`config.mk`:
```
export PLATFORM = sky130hd
export DESIGN_NAME = ff_registro_serie
export DESIGN_NICKNAME = d
export VERILOG_FILES = /design/src/rtl/ff_registro_serie.sv
export SDC_FILE = /design/constraint.sdc
export NUM_CORES = 1
export LEC_CHECK = 0
export BUFFER_PORTS_ARGS = -buffer_cell sky130_fd_sc_hd__buf_2
export CAP_MARGIN = 20
export CORE_AREA = 2 2 43 45
export DETAILED_ROUTE_END_ITERATION = 7
export DIE_AREA = 0 0 45 47
export SETUP_SLACK_MARGIN = 0.1
export SLEW_MARGIN = 10
export SYNTH_ARGS = -nofsm -noshare
export SYNTH_HDL_FRONTEND = slang
export SYNTH_SLANG_ARGS = --single-unit
```
`constraint.sdc`:
```
create_clock -name clk -period 3.2 [get_ports clk]
set_input_delay 0.96 -clock clk [delete_from_list [all_inputs] [get_ports clk]]
set_output_delay 0.96 -clock clk [all_outputs]
set_load 0.005 [all_outputs]
```
`src/rtl/ff_registro_serie.sv`:
```
// Parallel-in, serial-out shift register with load handshake.
// A word accepted in IDLE is sent MSB first. Each bit is held for
// BIT_CYCLES clocks. A one-cycle done pulse follows the last bit.
module ff_registro_serie #(
    parameter int WIDTH      = 8,
    parameter int BIT_CYCLES = 1
) (
    input  logic             clk,
    input  logic             rst,
    input  logic [WIDTH-1:0] D,
    input  logic             load,
    output logic             ready,
    output logic             sout,
    output logic             sout_valid,
    output logic             done
);

    // Each counter is wide enough to reach its last value and no wider.
    // BIT_CYCLES == 1 still gets a 1-bit counter, which stays at zero.
    localparam int BW = (WIDTH > 1) ? $clog2(WIDTH) : 1;
    localparam int CW = (BIT_CYCLES > 1) ? $clog2(BIT_CYCLES) : 1;

    localparam logic [BW-1:0] BIT_LAST = BW'(WIDTH - 1);
    localparam logic [CW-1:0] CYC_LAST = CW'(BIT_CYCLES - 1);

    typedef enum logic {
        IDLE  = 1'b0,
        SHIFT = 1'b1
    } state_t;

    state_t           state_q,   state_d;
    logic [WIDTH-1:0] shreg_q,   shreg_d;
    logic [BW-1:0]    bit_cnt_q, bit_cnt_d;
    logic [CW-1:0]    cyc_cnt_q, cyc_cnt_d;
    logic             done_q,    done_d;

    // State and datapath registers. Reset is asynchronous.
    always_ff @(posedge clk or posedge rst) begin
        if (rst) begin
            state_q   <= IDLE;
            shreg_q   <= '0;
            bit_cnt_q <= '0;
            cyc_cnt_q <= '0;
            done_q    <= 1'b0;
        end else begin
            state_q   <= state_d;
            shreg_q   <= shreg_d;
            bit_cnt_q <= bit_cnt_d;
            cyc_cnt_q <= cyc_cnt_d;
            done_q    <= done_d;
        end
    end

    // Next state: load in IDLE, then count and shift in SHIFT.
    always_comb begin
        state_d   = state_q;
        shreg_d   = shreg_q;
        bit_cnt_d = bit_cnt_q;
        cyc_cnt_d = cyc_cnt_q;
        done_d    = 1'b0;

        unique case (state_q)
            IDLE: begin
                if (load) begin
                    shreg_d   = D;
                    bit_cnt_d = '0;
                    cyc_cnt_d = '0;
                    state_d   = SHIFT;
                end
            end

            SHIFT: begin
                // load is ignored here, so D can change freely mid-word.
                if (cyc_cnt_q == CYC_LAST) begin
                    cyc_cnt_d = '0;
                    shreg_d   = {shreg_q[WIDTH-2:0], 1'b0};
                    if (bit_cnt_q == BIT_LAST) begin
                        bit_cnt_d = '0;
                        state_d   = IDLE;
                        done_d    = 1'b1;
                    end else begin
                        bit_cnt_d = bit_cnt_q + 1'b1;
                    end
                end else begin
                    cyc_cnt_d = cyc_cnt_q + 1'b1;
                end
            end

            default: begin
                state_d = IDLE;
            end
        endcase
    end

    // Outputs come only from registered state. sout is forced to 0 while not valid.
    always_comb begin
        ready      = (state_q == IDLE);
        sout_valid = (state_q == SHIFT);
        sout       = (state_q == SHIFT) & shreg_q[WIDTH-1];
        done       = done_q;
    end

endmodule

```
# Word-level counts from Yosys, hierarchy flattened

Index checks and enable logic that the tools add are counted.
Widths: inputs -> output; s select.

Bits in latches: 0
Output and inout bits: 4
Logic and storage cells: 30
Bits of input ports: 11
Memory bits (writable): 0
ROM bits: 0
Memories kept: 0
Flip-flop bits (word level): 14

Bitwise gates (word level): 2
Order comparisons: 0
Shift-type cells: 0
Div/mod/pow operators: 0
Multipliers: 0
Equal/unequal tests: 3
Reduce and logical (&&, ||, !) cells: 1
Multiplexer cells: 17
$add $sub $neg: 2

Operators with widths:

| kind                | number |
|---|---|
| $mux 8              | 2 |
| $pmux 8 s2          | 1 |
| $mux 3              | 3 |
| $mux 1              | 8 |
| $pmux 3 s2          | 1 |
| $ne 2x2->1 const B  | 2 |
| $pmux 1 s2          | 2 |
| $add 3x1->3 const B | 1 |
| $eq 3x3->1 const B  | 1 |
| $reduce_and 2->1    | 1 |
| $add 1x1->1 const B | 1 |
| $and 1x1->1         | 1 |
| $not 1->1           | 1 |

# Logic depth before layout (Yosys ltp)

Depth in word-level cells: 4
Mapped depth: 4
Mapped depth without buffers: 4

# Worst setup path before layout

OpenSTA, ideal clock, no wires.

Path kind: reg-to-output
From: register state_q (netlist: sout_valid)
To: output sout
Data required time: 2.240 ns
Data arrival time: 0.755 ns
Slack: 1.485 ns
Stages on the path, launching flop included: 3
Path buffers: 1
Path through: dfrtp_1 > buf_4 > and2_1

Longest elaborated chain between the ends: 1

RTL lines:

| element                  | RTL line | text |
|---|---|---|
| start: declaration       | 31       | `state_t state_q, state_d;` |
| start signal: assignment | 46       | `state_q <= state_d;` |
| $and 1x1->1              | 99       | `sout = (state_q == SHIFT) & shreg_q[WIDTH-1];` |
| end: declaration         | 13       | `output logic sout,` |

No other way between the ends.

# Worst setup path after layout

From: register state_q (netlist: sout_valid)
To: output sout_valid

RTL lines:

| element          | RTL line | text |
|---|---|---|
| end: declaration | 14       | `output logic sout_valid,` |

No word-level cell between the ends.

==> flow_metrics.py <==
metrics = {
    "critical_path": {
        "critPathMaxFanout": 13,
        "criticalPathCategory": "reg2out",
        "setup.worst_path.start": "sout_valid",
        "worst-r2r-cell-count": 3,
        "crit_end": "sout_valid",
        "reg2reg_slack_ns": 1.98,
        "reg2reg_to": "bit_cnt_q[1]",
        "r2r_start": "sout_valid",
        "worstSetupEndpointType": "output port",
        "cp.arrival_ns": 1.25,
        "cp.required_ns": 2.24,
        "crit_path_start_kind": "flop",
    },
    "clocking": {
        "clock_latency_ns": 0.27,
        "cts_tree": "done",
        "cts_resized": 0,
        "clock-sinks": 13,
        "cts-hold-fix-buffers": 0,
        "postCtsSetupBuffers": 0,
        "cts_root_buffer": "clkbuf_4",
        "htreeDepth": 1,
        "cts_made_buffers": 3,
        "clock_path_buffers": 2,
        "clk_pin_slew_ns": 0.08,
    },
    "die": {
        "fp.dieH_um": 47,
        "ios": 15,
        "dieArea_sq_mm": 0.00212,
        "core_area_sq_mm": 0.00165,
        "start_util": 0.370,
        "rows": 15,
        "die_w_um": 45,
    },
    "route": {
        "vias_per_cell": 5.00,
        "first_iter_violations": 3,
        "detail-route-antenna-nets": 0,
        "drtPass1Iterations": 2,
        "wirelength_um": 923,
        "via_count": 430,
        "wire_per_inst_um": 10.7,
        "drc_errors": 0,
    },
    "worst_hold_path": {
        "min_path_type": "reg2reg",
    },
    "yosys": {
        "syn_inst": 53,
        "synth_nets": 66,
        "syn-cell-area_sq_um": 612,
        "synth_cell_types": 15,
        "yosysWarnings": 0,
        "synth.avg_cell_area_sq_um": 11.5,
        "synth_seq_area_share": 0.532,
        "ys_ff_latch": 13,
    },
    "final_layout": {
        "nets": 83,
        "stdcell_area_sq_um": 707,
        "layout_commonest_cell": "buf_2",
        "antenna_cells": 0,
        "drive_gt1_frac": 0.333,
        "area_growth_pct": 15.5,
        "fin_util": 0.428,
        "layout_common_cells": "buf_2 (14), dfrtp_1 (13), mux2i_1 (8)",
    },
    "global_routing": {
        "grt_overflow_total": 0,
        "grt_pass1_wl_um": 1620,
        "grt_start_max_net_pins": 14,
        "antenna_found_initial": 0,
        "grtUsageTotal": 0.114,
        "first_global_vias": 385,
    },
    "place": {
        "io_buffer_count": 14,
        "place_area_sq_um": 681,
        "preCtsSetupSlack_ns": 1.27,
        "place_hpwl_um": 697,
        "gp_congestion": 0.667,
    },
    "sta": {
        "rsz0062_at_grt": "no",
        "timing.fmax_ghz": 0.452,
        "period_needed_ns": 2.21,
        "worst_slew_pin_slew_ns": 0.474,
        "maxSlewHeadroom": 0.684,
        "worst_slack_ns": 0.988,
        "clock_skew_ns": 0.00112,
        "hold_viol_final": 0,
        "setup_viol": 0,
        "fin_tns_setup_ns": 0,
        "finalCritPeriodShare": 0.691,
        "final-max-slew-violation-count": 0,
    },
    "power_and_ir_drop": {
        "p_per_area_mw_per_mm2": 798,
        "ir_worst_vdd_v": 0.000378,
        "p_leak_nw": 0.376,
        "power_uw": 564,
    },
    "run_status": {
        "status": "completed",
    },
    "job": {
        "max-cap-violations": 0,
    },
}
[cells in the mapped netlist]
| cell | n | area share |
|---|---|---|
| o21ai_1 | 4 | 0.033 |
| o21ai_2 | 4 | 0.057 |
| inv_1 | 3 | 0.018 |
| and2_1 | 2 | 0.020 |
| ha_1 | 2 | 0.041 |
| nand2b_1 | 2 | 0.020 |
| a22o_1 | 2 | 0.029 |
| nor2_2 | 1 | 0.010 |
| buf_4 | 1 | 0.012 |
| nor2_1 | 1 | 0.0061 |
| dfrtp_1 | 13 | 0.53 |
| nand2_1 | 7 | 0.043 |
| mux2i_1 | 8 | 0.13 |
| o22ai_1 | 1 | 0.010 |
| buf_6 | 2 | 0.037 |
[worst min-delay path by stage]
stage          slack, ns  depth (start not counted)        from    endpoint
2_1_floorplan       0.45                          2  shreg_q[0]  shreg_q[1]
3_3_place_gp        0.47                          2  shreg_q[4]  shreg_q[5]
3_5_place_dp        0.47                          2  shreg_q[0]  shreg_q[1]
4_1_cts             0.49                          2  shreg_q[0]  shreg_q[1]
5_1_grt             0.53                          2  shreg_q[1]  shreg_q[2]
6_report            0.48                          2  shreg_q[0]  shreg_q[1]
[where the power goes]
group	internal (mW)	switching [mW]	leakage (nW)
Sequential	0.231	0.0483	0.166
Clock	0.0483	0.0511	0.0150
Combinational	0.0995	0.0862	0.195
[stage by stage]
stage,cells,hold WS (ns)
6_report,86,0.481
3_3_place_gp,82,0.468
5_1_grt,86,0.526
2_1_floorplan,53,0.451
4_1_cts,86,0.489
3_5_place_dp,82,0.471
[worst max-delay path, cell delays in order (launching register included)]
cell	delay, ns
dfrtp_1	0.58
buf_4	0.27
buf_2	0.13
[cell type report]
type | instances | area (sq um)
Fill cell | 175 | 945
Clock buffer | 4 | 26.3
Sequential cell | 13 | 325
Timing Repair Buffer | 15 | 77.6
Tap cell | 17 | 21.3
Inverter | 3 | 11.3
Multi-Input combinational cell | 34 | 245
[cells by family after synthesis]
logic type / count (synthesis) / share of synthesized area
AND/OR/NAND/NOR: 13 / 0.100
flip-flops: 13 / 0.532
AO/OA/AOI/OAI: 11 / 0.129
multiplexers: 8 / 0.131
buffers and inverters: 6 / 0.0675
adder cells (fa/ha/maj): 2 / 0.0409
[sequential cells by signal (all words and copies together) (netlist names)]
signal / flops
sout_valid: 1
shreg_q: 8
bit_cnt_q: 3
done: 1
[layer usage]
| layer | global-route usage | part of all wire | up-vias |
|---|---|---|---|
| li1 | - | - | 211 |
| met3 | 0.0692 | 0.081 | 5 |
| met2 | 0.166 | 0.48 | 11 |
| met1 | 0.135 | 0.42 | 203 |
| met4 | 0.0529 | 0.015 | 0 |
| met5 | 0 | 0 | - |
No activity file was read; power rests on OpenSTA's default activity.
